`src/rtl/pipelined_addsub.sv`:
```
// Pipelined two's-complement adder/subtractor: one SEG-bit carry segment per stage,
// valid/ready handshake with a global advance so the whole pipe stalls or shifts together.
module pipelined_addsub #(
  parameter int WIDTH = 16,
  parameter int SEG   = 4
) (
  input  logic             clk,
  input  logic             rst_n,
  input  logic             in_valid,
  output logic             in_ready,
  input  logic [WIDTH-1:0] x,
  input  logic [WIDTH-1:0] y,
  input  logic             cin,
  input  logic             sub,
  output logic             out_valid,
  input  logic             out_ready,
  output logic [WIDTH-1:0] s,
  output logic             cout,
  output logic             ovf,
  output logic             zero
);

  localparam int STAGES = WIDTH / SEG;
  localparam int LAST   = STAGES - 1;

  logic                         advance;
  logic                         accept;
  logic                         flag_ld;
  logic [WIDTH-1:0]             yb_in;
  logic                         c0;
  logic [SEG:0]                 sum;
  logic [STAGES-1:0]            vld;
  logic [STAGES-1:0]            cq;
  logic [STAGES-1:0]            cn;
  logic [STAGES-1:0][WIDTH-1:0] xq;
  logic [STAGES-1:0][WIDTH-1:0] yq;
  logic [STAGES-1:0][WIDTH-1:0] rq;
  logic [STAGES-1:0][WIDTH-1:0] xn;
  logic [STAGES-1:0][WIDTH-1:0] yn;
  logic [STAGES-1:0][WIDTH-1:0] rn;
  logic                         ovf_n;
  logic                         zero_n;
  logic                         ovf_q;
  logic                         zero_q;

  assign advance = ~out_valid | out_ready;
  assign in_ready = advance;
  assign accept = in_valid & advance;
  assign yb_in = y ^ {WIDTH{sub}};
  assign c0 = cin ^ sub;
  // A single-stage pipe only loads its flags on a real accept, like its data.
  assign flag_ld = (LAST == 0) ? accept : advance;

  // Stage k resolves segment k from the carry of stage k-1; operands ride along unchanged
  // (skew) and finished lower segments ride along in the result word (deskew).
  always_comb begin
    xn = '0;
    yn = '0;
    rn = '0;
    cn = '0;
    sum = {1'b0, x[SEG-1:0]} + {1'b0, yb_in[SEG-1:0]} + {{SEG{1'b0}}, c0};
    xn[0] = x;
    yn[0] = yb_in;
    rn[0][SEG-1:0] = sum[SEG-1:0];
    cn[0] = sum[SEG];
    for (int k = 1; k < STAGES; k++) begin
      sum = {1'b0, xq[k-1][k*SEG +: SEG]} + {1'b0, yq[k-1][k*SEG +: SEG]}
            + {{SEG{1'b0}}, cq[k-1]};
      xn[k] = xq[k-1];
      yn[k] = yq[k-1];
      rn[k] = rq[k-1];
      rn[k][k*SEG +: SEG] = sum[SEG-1:0];
      cn[k] = sum[SEG];
    end
    ovf_n = (xn[LAST][WIDTH-1] == yn[LAST][WIDTH-1]) &&
            (rn[LAST][WIDTH-1] != xn[LAST][WIDTH-1]);
    zero_n = ~|rn[LAST];
  end

  // Stage 0 captures operands only on accept; bubbles shift through as valid=0.
  always_ff @(posedge clk or negedge rst_n) begin
    if (!rst_n) begin
      vld    <= '0;
      cq     <= '0;
      xq     <= '0;
      yq     <= '0;
      rq     <= '0;
      ovf_q  <= 1'b0;
      zero_q <= 1'b0;
    end else begin
      if (accept) begin
        xq[0] <= xn[0];
        yq[0] <= yn[0];
        rq[0] <= rn[0];
        cq[0] <= cn[0];
      end
      if (advance) begin
        vld[0] <= accept;
        for (int k = 1; k < STAGES; k++) begin
          vld[k] <= vld[k-1];
          xq[k]  <= xn[k];
          yq[k]  <= yn[k];
          rq[k]  <= rn[k];
          cq[k]  <= cn[k];
        end
      end
      if (flag_ld) begin
        ovf_q  <= ovf_n;
        zero_q <= zero_n;
      end
    end
  end

  assign out_valid = vld[LAST];
  assign s         = rq[LAST];
  assign cout      = cq[LAST];
  assign ovf       = ovf_q;
  assign zero      = zero_q;

endmodule

```
`config.mk`:
```
export PLATFORM = sky130hd
export DESIGN_NAME = pipelined_addsub
export DESIGN_NICKNAME = d
export VERILOG_FILES = /design/src/rtl/pipelined_addsub.sv
export SDC_FILE = /design/constraint.sdc
export NUM_CORES = 1
export LEC_CHECK = 0
export ABC_AREA = 1
export CORE_MARGIN = 3
export CORE_UTILIZATION = 55
export CTS_BUF_LIST = sky130_fd_sc_hd__clkbuf_4 sky130_fd_sc_hd__clkbuf_8 sky130_fd_sc_hd__clkbuf_16
export DETAILED_ROUTE_END_ITERATION = 6
export DONT_BUFFER_PORTS = 1
export HOLD_SLACK_MARGIN = 0.03
export PLACE_DENSITY_LB_ADDON = 0.3
export SYNTH_ARGS = -nofsm -noshare
export SYNTH_HDL_FRONTEND = slang
export SYNTH_SLANG_ARGS = --single-unit
```
`constraint.sdc`:
```
create_clock -name clk -period 1.59 [get_ports clk]
set_input_delay 0 -clock clk [delete_from_list [all_inputs] [get_ports clk]]
set_output_delay 0 -clock clk [all_outputs]
set_load 0.01 [all_outputs]
```
Word level (Yosys, flattened, before mapping)
Index checks and enable logic that the tools add are counted.
{ "op_classes": {"add_sub_neg": 8, "eq_ne": 2, "n_bitwise": 5, "reduce_logical": 3} }
{ "ops": {"columns": ["op", "count"], "rows": [
  ["$add A4 B4 Y5", 4],
  ["$add A5 B1 Y5", 4],
  ["$reduce_or A16 Y1", 1],
  ["$xor A16 B16 Y16", 1],
  ["$and A1 B1 Y1", 1],
  ["$eq A1 B1 Y1", 1],
  ["$logic_and A1 B1 Y1", 1],
  ["$logic_not A1 Y1", 1],
  ["$ne A1 B1 Y1", 1],
  ["$not A1 Y1", 1],
  ["$or A1 B1 Y1", 1],
  ["$xor A1 B1 Y1", 1]
]} }
{ "word_totals": {"register_bits": 146, "input_bits": 38, "elab_cells": 33} }

Longest topological paths before layout
{ "logic_depth": {"depth_word": 4, "depth_mapped": 12, "ltp_nobuf": 12} }

Worst setup path after synthesis
Ideal clock, no wire load.
{ "synth_timing": {"path_type": "input to register", "startpoint": "input sub", "endpoint": "register cq[0]", "setup_ns": 0.121, "t_arrival_ns": 1.668, "t_required_ns": 1.469, "setup_slack_ns": -0.199, "cell_stages": 9, "n_path_buf": 2, "path_cell_list": "buf_4 > buf_6 > xor2_1 > fa_1 > fa_1 > a21oi_1 > nor2_1 > nor3_1 > nor2_1"} }
{ "synth_between": {"elab_chain_len": 3, "word_cells_on_any_way": 4} }
{ "synth_lines": {"columns": ["element", "line_no", "text"], "rows": [
  ["from (decl)", "14", "input logic sub,"],
  ["$xor A16 B16 Y16", "49", "assign yb_in = y ^ {WIDTH{sub}};"],
  ["$add A4 B4 Y5", "61", "sum = {1'b0, x[SEG-1:0]} + {1'b0, yb_in[SEG-1:0]} + {{SEG{1'b0}}, c0};"],
  ["$add A5 B1 Y5 *", "61", null],
  ["to (signal assigned)", "95", "cq[0] <= cn[0];"],
  ["to (signal, indexed assignment)", "104", "cq[k] <= cn[k];"],
  ["to (decl)", "33", "logic [STAGES-1:0] cq;"]
]} }
Mark *: on every way between the ends. The rest lies on a longest branch, timed or not.
A chain may end at the register's enable or synchronous reset.

==> results.md <==
- Area contributors post-synth: dfrtp_1 55%, nand2_1 16%, o21ai_0 4.1%, fa_1 3.6%, ha_1 3.4%
- Outcome: finished with violations
- Starting Density: 0.5726
- Ant. Diodes: 0
- Commonest non-fill, non-tap cell in the layout: nand2_1
- Area delta synth->final: 18.61%
- Max-cap violations: 0
- Multi-input gate area in the final layout: 1802 um^2
- Htree depth: 3
- IO buf count: 0
- Slack of the critical path: -163.0 ps
- Mux cell area share after synthesis: 0
- Antenna violations before repair: 0
- Clock root buffer: clkbuf_8
- Clock skew: 9.644 ps
- VDD IR-drop max: 0.0009633 V
- CP Max Fanout: 2
- Total power divided by cell area: 1831 nW/um^2
- Violated checks: negative hold slack, negative setup slack
- Max-slew violations: 0
- Vias in the first global route: 3,197
- Layout Nets: 584
- Synth unique cells: 26
- Avg Inst Size Synth: 9.314 um^2
- Layout cells sized above 1: 0.1375
- Largest family of logic cells by synthesized area: simple AND/OR/NAND/NOR gates
- Worst hold path type: in2async
- Global-route wire length before repair: 14.59 mm
- Via count: 3,208
- Slew @ Worst Pin: 257.0 ps
- Crit path time final: 1753 ps
- Clock latency on the worst-skew pair: 370 ps
- Fin util: 0.6792
- Die area: 9246 um^2
- Synthesis-stage register bit count: 98
- Synth top area share: 0.5486
- Post-Syn Area: 4471 um^2
- Dpl ws: -148.2 ps
- Pwr Total: 9.711 mW
- Routed WL per cell: 13.88 um
- Delay-heaviest family, CP: adder cells
- Gpl congestion: 0.8057
- P_leak: 2.617 nW
- Post-Syn Instances: 480
- Max transition margin: 0.8281
- I/O pin count: 59
- Setup CP Type: reg2reg
- Yosys top cell by area: dfrtp_1
- Post-DP HPWL: 5.655 mm
- First-pass iteration count of the detailed router: 7
- Fraction of synthesized cell area in xor and xnor cells: 0.03526
- Cts bufs inserted: 9
- Delay of the slowest cell on the worst path: 450 ps
- Crit-path cells: inv_2 > fa_2 > inv_2 > fa_2 > buf_4 > buf_6 > nand2_4 > nand2_2
- Post-Route WL: 8.789 mm
- CP Capture Type: register
- Core area: 7807 um^2
- FMAX: 570.4 MHz
- Adder-Cell Fraction of Synth Area: 0.06941
- Pin count of the biggest net entering global routing: 99
- Site Rows: 32
- Slowest-stage cell, CP: fa_2
- Compound-Gate Fraction of Synth Area: 0.08172
- Final hold vios: 98
- Total global routing overflow: 0
- Worst hold slack: -685.2 ps
- 1st-iter DRT viols: 189
- Number of fill cells: 594
- Reg area: 2452 um^2
- Antenna-violating nets left: 0
- Clock transition at path regs: 90 ps
- Seq/Total Area, Yosys: 0.5486
- GRT Total Usage: 0.2078
- CP Buf/Inv Count: 4
- Vias per cell: 5.068
- Simple-gate share of the synthesized area: 0.2040
- Final worst-path cycle share: 1.103
- Synth warn: 0
- CP startpoint kind: register
- CTS Sinks: 98
- Die W: 96.16 um
- CP required: 1850 ps
- CTS max path bufs: 2
- Remaining DRCs: 0
- RSZ-0062 raised after global routing: true
- Post-CTS Hold Fix Bufs: 40
- Most frequent cells in the layout: 182 x nand2_1, 98 x dfrtp_1, 40 x dlygate4sd3_1
- Critical path arrival: 2010 ps
- Setup Viol. Count Final: 3
- Die height: 96.16 um
- CTS tree: done
- Syn Nets: 538
==> per-stage QoR <==
step           hold WS, ps  cell area (um^2)  setup TNS [ps]  std cells
2_1_floorplan       -295.6              4481          -114.2        480
3_3_place_gp        -293.5              4553          -93.38        570
3_5_place_dp        -293.5              4553          -303.6        570
4_1_cts             -707.0              5220          -246.3        628
5_1_grt             -719.7              5303          -781.6        633
6_report            -685.2              5303          -368.4        633
==> flip-flops by register name (all words and copies together) (netlist names) <==
name / count
zero: 1
xn: 24
vld: 4
yn: 24
ovf: 1
cq: 4
s: 16
rn: 24
==> synthesized netlist by cell type <==
cell,instances
a21oi_1,9
a22oi_1,1
a31oi_1,1
buf_2,10
buf_4,3
buf_6,6
clkbuf_1,2
dfrtp_1,98
fa_1,8
ha_1,12
inv_1,30
inv_4,2
nand2_1,185
nand2_2,2
nand2_4,1
nand3_1,10
nand3b_1,1
nand4_1,2
nor2_1,25
nor2_8,1
nor3_1,2
o21a_1,1
o21ai_0,37
o21ai_2,13
xnor2_1,13
xor2_1,5
==> layer usage <==
metal  global-route usage  up-vias  share of wire
met1               0.2747     1519           0.45
met5                    0        -              0
met4              0.07464        0          0.018
met2               0.3289       81           0.49
li1                     -     1596              -
met3              0.05708       12          0.049
==> worst paths after layout <==
check	startpoint	endpoint	slack, ps	cells past startpoint
max	yn[60]	s[13]	-160	8
min	rst_n	s[3]	-690	0
max reg2reg	yn[60]	s[13]	-160	8
min reg2reg	vld[2]	vld[3]	470	2
max in group asynchronous	rst_n	xn[31]	2140	0
min in group clk	in_valid	yn[20]	50	4
==> what timing repair did <==
| item | CTS | global route |
|---|---|---|
| hold endpoints to repair | 131 | 98 |
| pin swaps | 4 | 10 |
| endpoints found under the setup margin | 3 | 11 |
| setup buffers | 2 | 6 |
| resized for setup | 3 | 20 |
==> worst reg2reg max path, delay by kind of cell, from the launching register on <==
family | cells | cell delay [ps]
adder cells (fa/ha/maj) | 2 | 820
buffers and inverters | 4 | 390
flip-flops | 1 | 340
AND/OR/NAND/NOR | 2 | 100
==> report_power, final <==
part	internal, mW	total, mW	switching [mW]
clock	1.07	1.91	0.844
combinational	1.52	3.47	1.95
sequential	3.55	4.33	0.778
==> area by class of cell <==
| type | count | share of cell area |
|---|---|---|
| clock inverters | 6 | 0.02171 |
| flip-flops and latches | 98 | 0.4625 |
| clock buffers | 10 | 0.02478 |
| well taps | 102 | 0.02407 |
| multi-input cells | 329 | 0.3398 |
| inverters | 32 | 0.02360 |
| repair buffers | 56 | 0.1036 |
==> cell families (layout without fill, tap and decap cells) <==
group,Yosys count,count (layout)
compound gates,62,62
xor+xnor,18,18
fa+ha+maj,20,20
buf+inv,53,104
flops,98,98
simple gates,229,229
Power figures use the tool's default switching activity.
